==> src/rtl/inv_skew_detector_pkg.sv <==
// Shared definitions for the inverter-chain skew detector: decision encodings,
// FSM state type and the window classification helper.
package inv_skew_detector_pkg;

  localparam logic [1:0] DEC_HOLD = 2'b00;
  localparam logic [1:0] DEC_UP   = 2'b10;
  localparam logic [1:0] DEC_DN   = 2'b01;

  typedef enum logic [1:0] {
    IDLE    = 2'd0,
    MEASURE = 2'd1,
    DECIDE  = 2'd2
  } state_e;

  // A saturated window carries no trustworthy frequency information, so it never steers.
  function automatic logic [1:0] classify_diff(input logic sat, input int diff, input int deadband);
    logic [1:0] dec;
    if (sat) begin
      dec = DEC_HOLD;
    end else if (diff > deadband) begin
      dec = DEC_UP;
    end else if (diff < -deadband) begin
      dec = DEC_DN;
    end else begin
      dec = DEC_HOLD;
    end
    return dec;
  endfunction

endpackage

==> src/rtl/inv_skew_detector_sync_edge.sv <==
// Synchronizer plus rising-edge detector for one asynchronous chain output.
// The history is marked invalid while clr is high so the first sample after it drops never counts.
module inv_sync_edge #(
  parameter int SYNC_STAGES = 2
) (
  input  logic CLK,
  input  logic RST,
  input  logic clr,
  input  logic chain,
  output logic rise
);

  logic [SYNC_STAGES-1:0] sync_r;
  logic                   hist_r;
  logic                   hist_vld_r;

  // synchronizer chain, previous-sample history and history-valid flag
  always_ff @(posedge CLK) begin
    if (RST) begin
      sync_r     <= '0;
      hist_r     <= 1'b0;
      hist_vld_r <= 1'b0;
    end else begin
      sync_r     <= {sync_r[SYNC_STAGES-2:0], chain};
      hist_r     <= sync_r[SYNC_STAGES-1];
      hist_vld_r <= ~clr;
    end
  end

  assign rise = hist_vld_r & sync_r[SYNC_STAGES-1] & ~hist_r;

endmodule

==> src/rtl/inv_skew_detector.sv <==
// Counts up/down inverter-chain edges over a fixed window, compares them and drives the
// one-hot O_INVU/O_INVD feedback, plus a lock flag once the chains stay matched.
module inv_skew_detector
  import inv_skew_detector_pkg::*;
#(
  parameter int WIN_CYCLES   = 256,
  parameter int CNT_W        = 10,
  parameter int DEADBAND     = 2,
  parameter int LOCK_WINDOWS = 4,
  parameter int SYNC_STAGES  = 2
) (
  input  logic             CLK,
  input  logic             RST,
  input  logic             EN,
  input  logic             CHAIN_U,
  input  logic             CHAIN_D,
  output logic             O_INVU,
  output logic             O_INVD,
  output logic             DEC_VALID,
  output logic             LOCKED,
  output logic [CNT_W-1:0] CNT_U_LAST,
  output logic [CNT_W-1:0] CNT_D_LAST
);

  localparam int WIN_W  = (WIN_CYCLES > 1) ? $clog2(WIN_CYCLES) : 1;
  localparam int LOCK_W = $clog2(LOCK_WINDOWS + 1);

  localparam logic [WIN_W-1:0]  WIN_LAST  = WIN_W'(WIN_CYCLES - 1);
  localparam logic [WIN_W-1:0]  WIN_ONE   = WIN_W'(1);
  localparam logic [CNT_W-1:0]  CNT_MAX   = {CNT_W{1'b1}};
  localparam logic [CNT_W-1:0]  CNT_ONE   = CNT_W'(1);
  localparam logic [LOCK_W-1:0] LOCK_FULL = LOCK_W'(LOCK_WINDOWS);
  localparam logic [LOCK_W-1:0] LOCK_ONE  = LOCK_W'(1);

  state_e               state_r;
  state_e               state_nxt_s;
  logic [WIN_W-1:0]     win_cnt_r;
  logic [CNT_W-1:0]     cnt_u_r;
  logic [CNT_W-1:0]     cnt_d_r;
  logic                 sat_u_r;
  logic                 sat_d_r;
  logic                 rise_u_s;
  logic                 rise_d_s;
  logic                 clr_s;
  logic signed [CNT_W:0] diff_s;
  logic [1:0]           dec_s;
  logic                 matched_s;
  logic [LOCK_W-1:0]    lock_nxt_s;
  logic [LOCK_W-1:0]    lock_cnt_r;
  logic [1:0]           dec_r;
  logic                 dec_valid_r;
  logic                 locked_r;
  logic [CNT_W-1:0]     cnt_u_last_r;
  logic [CNT_W-1:0]     cnt_d_last_r;

  assign clr_s = (state_r == IDLE);

  inv_sync_edge #(.SYNC_STAGES(SYNC_STAGES)) u_sync_u (
    .CLK   (CLK),
    .RST   (RST),
    .clr   (clr_s),
    .chain (CHAIN_U),
    .rise  (rise_u_s)
  );

  inv_sync_edge #(.SYNC_STAGES(SYNC_STAGES)) u_sync_d (
    .CLK   (CLK),
    .RST   (RST),
    .clr   (clr_s),
    .chain (CHAIN_D),
    .rise  (rise_d_s)
  );

  // window sequencing: back-to-back windows separated only by the DECIDE cycle
  always_comb begin
    state_nxt_s = state_r;
    case (state_r)
      IDLE: begin
        if (EN) state_nxt_s = MEASURE;
        else    state_nxt_s = IDLE;
      end
      MEASURE: begin
        if (!EN)                         state_nxt_s = IDLE;
        else if (win_cnt_r == WIN_LAST)  state_nxt_s = DECIDE;
        else                             state_nxt_s = MEASURE;
      end
      DECIDE: begin
        if (EN) state_nxt_s = MEASURE;
        else    state_nxt_s = IDLE;
      end
      default: state_nxt_s = IDLE;
    endcase
  end

  // window compare; the extra bit keeps the difference signed without overflow
  always_comb begin
    diff_s    = $signed({1'b0, cnt_u_r}) - $signed({1'b0, cnt_d_r});
    dec_s     = classify_diff(sat_u_r | sat_d_r, int'(diff_s), DEADBAND);
    matched_s = ~(sat_u_r | sat_d_r) && (dec_s == DEC_HOLD);
    if (!matched_s) begin
      lock_nxt_s = '0;
    end else if (lock_cnt_r == LOCK_FULL) begin
      lock_nxt_s = LOCK_FULL;
    end else begin
      lock_nxt_s = lock_cnt_r + LOCK_ONE;
    end
  end

  // state register
  always_ff @(posedge CLK) begin
    if (RST) state_r <= IDLE;
    else     state_r <= state_nxt_s;
  end

  // window counter and saturating edge counters; cleared outside MEASURE
  always_ff @(posedge CLK) begin
    if (RST) begin
      win_cnt_r <= '0;
      cnt_u_r   <= '0;
      cnt_d_r   <= '0;
      sat_u_r   <= 1'b0;
      sat_d_r   <= 1'b0;
    end else if (state_r == MEASURE) begin
      win_cnt_r <= (win_cnt_r == WIN_LAST) ? '0 : win_cnt_r + WIN_ONE;
      if (rise_u_s) begin
        if (cnt_u_r == CNT_MAX) sat_u_r <= 1'b1;
        else                    cnt_u_r <= cnt_u_r + CNT_ONE;
      end
      if (rise_d_s) begin
        if (cnt_d_r == CNT_MAX) sat_d_r <= 1'b1;
        else                    cnt_d_r <= cnt_d_r + CNT_ONE;
      end
    end else begin
      win_cnt_r <= '0;
      cnt_u_r   <= '0;
      cnt_d_r   <= '0;
      sat_u_r   <= 1'b0;
      sat_d_r   <= 1'b0;
    end
  end

  // decision, lock and last-count outputs; an aborted window drops decision and lock
  always_ff @(posedge CLK) begin
    if (RST) begin
      dec_r        <= DEC_HOLD;
      dec_valid_r  <= 1'b0;
      lock_cnt_r   <= '0;
      locked_r     <= 1'b0;
      cnt_u_last_r <= '0;
      cnt_d_last_r <= '0;
    end else begin
      case (state_r)
        DECIDE: begin
          dec_r        <= dec_s;
          dec_valid_r  <= 1'b1;
          lock_cnt_r   <= lock_nxt_s;
          locked_r     <= (lock_nxt_s == LOCK_FULL);
          cnt_u_last_r <= cnt_u_r;
          cnt_d_last_r <= cnt_d_r;
        end
        MEASURE: begin
          dec_valid_r <= 1'b0;
          if (!EN) begin
            dec_r      <= DEC_HOLD;
            lock_cnt_r <= '0;
            locked_r   <= 1'b0;
          end
        end
        default: dec_valid_r <= 1'b0;
      endcase
    end
  end

  assign O_INVU     = dec_r[1];
  assign O_INVD     = dec_r[0];
  assign DEC_VALID  = dec_valid_r;
  assign LOCKED     = locked_r;
  assign CNT_U_LAST = cnt_u_last_r;
  assign CNT_D_LAST = cnt_d_last_r;

endmodule

==> config.mk <==
export PLATFORM = sky130hd
export DESIGN_NAME = inv_skew_detector
export DESIGN_NICKNAME = d
export VERILOG_FILES = /design/src/rtl/inv_skew_detector_pkg.sv /design/src/rtl/inv_skew_detector_sync_edge.sv /design/src/rtl/inv_skew_detector.sv
export SDC_FILE = /design/constraint.sdc
export NUM_CORES = 1
export LEC_CHECK = 0
export ABC_CLOCK_PERIOD_IN_PS = 3300
export BUFFER_PORTS_ARGS = -buffer_cell sky130_fd_sc_hd__buf_2
export CORE_UTILIZATION = 50
export CTS_BUF_LIST = sky130_fd_sc_hd__clkbuf_2 sky130_fd_sc_hd__clkbuf_4 sky130_fd_sc_hd__clkbuf_8
export DETAILED_ROUTE_END_ITERATION = 10
export GPL_ROUTABILITY_DRIVEN = 0
export GPL_TIMING_DRIVEN = 0
export PLACE_DENSITY = 0.77
export SYNTH_ARGS = -nofsm -noshare
export SYNTH_HDL_FRONTEND = slang
export SYNTH_SLANG_ARGS = --single-unit
export TNS_END_PERCENT = 5
==> constraint.sdc <==
create_clock -name CLK -period 3.3 [get_ports CLK]
set_input_delay 0.33 -clock CLK [delete_from_list [all_inputs] [get_ports CLK]]
set_output_delay 0.33 -clock CLK [all_outputs]
set_load 0.05 [all_outputs]
---- After elaboration in Yosys (flattened, before gate mapping) ----
Cells that the tools add are included.
storage, ports and cells
  bits in registers ....................... 66
  word-level logic and storage cells ...... 72
operators by class
  add/subtract/negate cells ............... 5
  $lt $le $gt $ge ......................... 2
  equal/unequal tests ..................... 8
  multiplexer cells ....................... 16
  bitwise operators ....................... 12
  reduce and logical (&&, ||, !) cells .... 12
operators by type and width
  kind                                                                            number
  10-bit by 1-bit adder with 10-bit output (second input constant)                2
  10-bit equality test (second input constant)                                    2
  11-bit by 3-bit > comparator with 1-bit output (second input constant)          1
  11-bit by 2-bit less-than comparator with 1-bit output (second input constant)  1
  10-bit by 10-bit subtractor with 11-bit output                                  1
  2-bit 2-to-1 mux                                                                5
  2-bit AND reduction                                                             5
  3-bit 2-to-1 mux                                                                3
  8-bit by 1-bit adder with 8-bit output (second input constant)                  1
  8-bit equality test (second input constant)                                     1
  2-bit one-hot mux with 2 select lines                                           2
  1-bit NOT                                                                       7
  3-bit equality test (second input constant)                                     2
  3-bit one-hot mux with 2 select lines                                           1
  1-bit bitwise AND                                                               4
  2-bit logical NOT                                                               2
  1-bit 2-to-1 mux                                                                4
  2-bit OR reduction                                                              2
  3-bit by 1-bit adder with 3-bit output (second input constant)                  1
  3-bit OR reduction                                                              1
  2-bit by 1-bit equality test with 1-bit output (second input constant)          1
  2-bit equality test (second input constant)                                     1
  2-bit inequality test (second input constant)                                   1
  1-bit one-hot mux with 2 select lines                                           1
  other kinds (3)                                                                 3

---- Longest topological paths before layout ----
  depth in word-level cells ............... 10
  mapped depth ............................ 12
  gate-level depth less buffers ........... 12

---- Modules after synthesis ----
Synthesis repeated with hierarchy kept, for this count alone.
second synthesis, totals
  cells, all modules ...................... 369
  area, all modules ....................... 3,104.2 um^2
by module, submodules not included
  module             instances  cells an instance  area each (um^2)
  inv_skew_detector  1          351                2,881.5
  inv_sync_edge      2          9                  111.4

---- Worst setup path before layout ----
OpenSTA, ideal clock, no wires.
  kind .................................... reg-to-reg
  start ................................... reg cnt_d_r[0]
  end ..................................... reg lock_cnt_r[2]
  library setup time ...................... 0.122 ns
  data arrival time ....................... 2.421 ns
  path slack .............................. 0.757 ns
  stages on the path, launching flop included .. 12
  path buffers ............................ 0
  clock period less this slack ............ 2.543 ns
  cell sequence ........................... dfxtp_1 ha_1 inv_1 fa_1 a211oi_2 o21bai_2 o31ai_4 xnor2_1 nor3b_2 o211ai_2 nor3_1 o32a_1
on the way
  cells in the longest elaborated chain, start to end .. 9
  elaborated cells on any way between the ends .. 10
  classes of those cells .................. 1 x add/sub; 2 x order compare; 5 x mux; 2 x reduce/logical
ends and longest elaborated chain
  element                                                 line                         source
  start, declared                                         inv_skew_detector.sv:39      logic [CNT_W-1:0] cnt_d_r;
  start signal, assigned                                  inv_skew_detector.sv:131     else cnt_d_r <= cnt_d_r + CNT_ONE;
  10-bit by 10-bit subtractor with 11-bit output *        inv_skew_detector.sv:97      diff_s = $signed({1'b0, cnt_u_r}) - $signed({1'b0, cnt_d_r});
  11-bit by 2-bit less-than comparator with 1-bit output  inv_skew_detector_pkg.sv:22  end else if (diff < -deadband) begin
  1-bit 2-to-1 mux                                        inv_skew_detector_pkg.sv:22
  2-bit 2-to-1 mux *                                      inv_skew_detector_pkg.sv:20  end else if (diff > deadband) begin
  2-bit 2-to-1 mux *                                      inv_skew_detector_pkg.sv:18  if (sat) begin
  2-bit logical NOT *                                     inv_skew_detector.sv:99      matched_s = ~(sat_u_r | sat_d_r) && (dec_s == DEC_HOLD);
  1-bit logical AND *                                     inv_skew_detector.sv:99
  3-bit 2-to-1 mux *                                      inv_skew_detector.sv:100     if (!matched_s) begin
  3-bit one-hot mux with 2 select lines *                 inv_skew_detector.sv:152     case (state_r)
  end signal, assigned                                    inv_skew_detector.sv:156     lock_cnt_r <= lock_nxt_s;
  end, declared                                           inv_skew_detector.sv:49      logic [LOCK_W-1:0] lock_cnt_r;
Mark *: on every way between the ends. The rest lies on a longest branch, timed or not.
A chain may end at the register's enable or synchronous reset.

---- Worst setup path after layout ----
  start ................................... reg cnt_d_r[0]
  end ..................................... reg locked_r, in the netlist LOCKED
on the way
  cells in the longest elaborated chain, start to end .. 10
  elaborated cells on any way between the ends .. 11
  classes of those cells .................. 1 x add/sub; 2 x order compare; 1 x eq/ne; 5 x mux; 2 x reduce/logical
ends and longest elaborated chain
  element                                                 line                         source
  10-bit by 10-bit subtractor with 11-bit output *        inv_skew_detector.sv:97
  11-bit by 2-bit less-than comparator with 1-bit output  inv_skew_detector_pkg.sv:22
  1-bit 2-to-1 mux                                        inv_skew_detector_pkg.sv:22
  2-bit 2-to-1 mux *                                      inv_skew_detector_pkg.sv:20
  2-bit 2-to-1 mux *                                      inv_skew_detector_pkg.sv:18
  2-bit logical NOT *                                     inv_skew_detector.sv:99
  1-bit logical AND *                                     inv_skew_detector.sv:99
  3-bit 2-to-1 mux *                                      inv_skew_detector.sv:100
  3-bit equality test *                                   inv_skew_detector.sv:157     locked_r <= (lock_nxt_s == LOCK_FULL);
  1-bit one-hot mux with 2 select lines *                 inv_skew_detector.sv:152
  end signal, assigned                                    inv_skew_detector.sv:157
  end, declared                                           inv_skew_detector.sv:52      logic locked_r;
Marked as above.

==> impl_results.md <==
* # DRC at 0
* Post-route ant nets at 0
* Most frequent cell after synthesis: dfxtp_1
* CTS Hold Buffers Added at 0
* Fill count at 533
* Startpoint Class: flop
* Vias per cell at 5.31
* CP bufs+invs at 1
* Largest area contributor in the synthesized netlist: dfxtp_1
* Slew headroom at 14.9%
* TritonCTS clock tree: done
* Largest net degree at the start of global routing at 14
* Mapped Cells at 362
* DRT iter0 DRCs at 97
* Post-synth top area share at 42.4%
* Die Wd at 81.0 um
* Total negative slack at 0 ns
* Fin. Hold Viols at 0
* Clock Path Buffers at 2
* CTS-repair resized insts at 0
* Die height at 81.0 um
* All-Layer GR Usage at 20.4%
* Top cells by area, synth: dfxtp_1 42%, nand2_1 6.5%, ha_1 6.0%
* Synth Warn # at 0
* Clock slew at reported path FFs at 0.08 ns
* Wirelength per Cell at 13.0 um
* CP top delay family: compound AO/OA/AOI/OAI gates
* Core ar. at 0.00596 mm2
* CP Max Fanout at 5
* CTS sink cnt at 66
* Placed Instances at 465
* # diodes at 0
* CP max stage cell: dfxtp_1
* Vias in the first global route at 2283
* Setup Skew at 0.00716 ns
* Clock Latency Late Sink at 0.34 ns
* Initial antenna violation count at 0
* FMAX at 343 MHz
* Final min period at 2.92 ns
* Post-CTS Setup Inserts at 0
* Worst-path cell chain: ha_1 > inv_1 > fa_1 > a211oi_2 > o21bai_2 > a21oi_2 > xor2_1 > nor4_2 > o21ai_4 > mux2i_2 > a32o_1
* # nets final at 422
* Post-synth EDFFs at 0
* Critical Path RT at 3.58 ns
* Slew @ Worst Pin at 1.27 ns
* PD cells at 444 mW/mm2
* Row cnt at 28
* Seq/Total Area, Yosys at 42.4%
* Initial core utilization at 52.4%
* First-pass GRT wire length at 10100 um
* Main synth FF type: dfxtp_1
* Max incr delay on CP at 0.43 ns
* Synth cell types at 52
* HP Class: primary input to flop
* Mapped cell area at 0.00312 mm2
* Syn Area/Cell at 8.61 um2
* Crit. End Element: flop
* Synthesized flop and latch total at 66
* Reported max-cap violation count at 0
* Leak at 0.00139 uW
* Fraction of layout cells with a size suffix above 1 at 16.3%
* Layout area overhead at 14.8%
* Setup violators final at 0
* HPWL Detailed at 4630 um
* Critical Path AT at 3.20 ns
* Fin. max-slew vios at 0
* Total clock buffers created by CTS at 9
* Final Cycle Share at 88.4%
* WS Path Type: flop to flop
* IO Pins at 29
* Syn Nets at 383
* Max rail drop VDD at 0.000460 V
* Status: complete, no violations
* CTS Root Cell: clkbuf_8
* Input/output buffers at 28
* Drt first pass iters at 4
* Routed vias at 2556
* Synth cell count leaders: 66 x dfxtp_1, 54 x nand2_1, 40 x nor2_1, 34 x a21oi_1, 17 x inv_1
* Final wirelength at 6250 um
* RSZ-0062 raised after global routing: no
* Die Area at 0.00656 mm2
* Finished Layout Cells at 481
* H-tree depth at 3
* Async SR Flop Fraction at 0%
* Total grt overflow at 0
-- sequential cells by signal, indices dropped and copies added, names as in the netlist, 2 cells and up --
name             flops
CNT_D_LAST          10
CNT_U_LAST          10
cnt_d_r             10
cnt_u_r             10
win_cnt_r            8
lock_cnt_r           3
dec_r                2
state_r              2
u_sync_d.sync_r      2
u_sync_u.sync_r      2
-- worst reg2reg max path: stages (launching register included) --
cell,delay [ns]
dfxtp_1,0.43
ha_1,0.21
inv_1,0.07
fa_1,0.42
a211oi_2,0.27
o21bai_2,0.14
a21oi_2,0.21
xor2_1,0.12
nor4_2,0.41
o21ai_4,0.13
mux2i_2,0.24
a32o_1,0.21
-- where the power goes --
group,switching (uW),internal (uW),total [uW]
clock,329,431,761
sequential,3.21,800,804
combinational,17.7,8.55,26.2
-- cell type report --
| type | count | area [um2] | area share (%) |
|---|---|---|---|
| multi-input cells | 268 | 1690 | 47.2 |
| flip-flops and latches | 66 | 1320 | 36.9 |
| repair buffers | 28 | 140 | 3.92 |
| clock buffers | 9 | 124 | 3.46 |
| clock inverters | 7 | 103 | 2.87 |
| well taps | 75 | 93.8 | 2.62 |
| inverters | 17 | 63.8 | 1.78 |
| plain buffers | 11 | 45.0 | 1.26 |
-- kinds of logic (layout without fill, tap and decap cells) --
group,after synthesis,after routing,synth area share [%]
flops,66,66,42.4
compound gates,66,66,14.0
xor+xnor,29,29,8.15
simple gates,154,154,24.2
fa+ha+maj,16,16,6.66
buf+inv,28,72,3.49
mux,3,3,1.08
-- through the flow --
step / worst slack (ns) / utilization (%) / power, uW / instance area, um2 / hold slack, ns
after floorplan: 0.757 / - / 838 / 3120 / 0.414
after global placement: 0.511 / 56.3 / 847 / 3350 / 0.423
after detailed placement: 0.434 / 56.3 / 848 / 3350 / 0.440
after CTS: 0.401 / 60.1 / 1600 / 3580 / 0.172
after global routing: 0.249 / 60.1 / 1640 / 3580 / 0.191
final: 0.383 / 60.1 / 1590 / 3580 / 0.188
-- final timing paths --
path	startpoint	end	slack (ns)	depth (start not counted)
setup / recovery	cnt_d_r[0]$_SDFFE_PP0P_	LOCKED$_SDFFE_PP0P_	0.38	11
hold reg to reg	CNT_U_LAST[7]$_SDFFE_PP0P_	CNT_U_LAST[7]$_SDFFE_PP0P_	0.45	2
setup reg to reg	cnt_d_r[0]$_SDFFE_PP0P_	LOCKED$_SDFFE_PP0P_	0.38	11
hold / removal	CHAIN_D	u_sync_d.sync_r[0]$_SDFF_PP0_	0.19	2
-- per-layer routing --
metal,up-vias,GRT usage [%],share of wire [%]
met3,4,7.30,4.7
li1,1320,-,-
met1,1178,25.2,48
met2,54,33.0,47
met5,-,0,0
met4,0,6.43,0.48
-- cells in the final DEF, fill, tap and decap left out, types with 4 or more instances in the layout --
| cell type | count |
|---|---|
| a21oi_1 | 34 |
| and3_1 | 5 |
| buf_2 | 28 |
| clkbuf_1 | 9 |
| clkbuf_8 | 9 |
| dfxtp_1 | 66 |
| ha_1 | 15 |
| inv_1 | 17 |
| nand2_1 | 54 |
| nand3_1 | 14 |
| nand4_1 | 7 |
| nor2_1 | 40 |
| nor2b_1 | 7 |
| nor3_1 | 5 |
| o21ai_0 | 8 |
| or3_1 | 4 |
| xnor2_1 | 15 |
| xor2_1 | 14 |
Note: power is estimated with default switching activity, not from simulation.
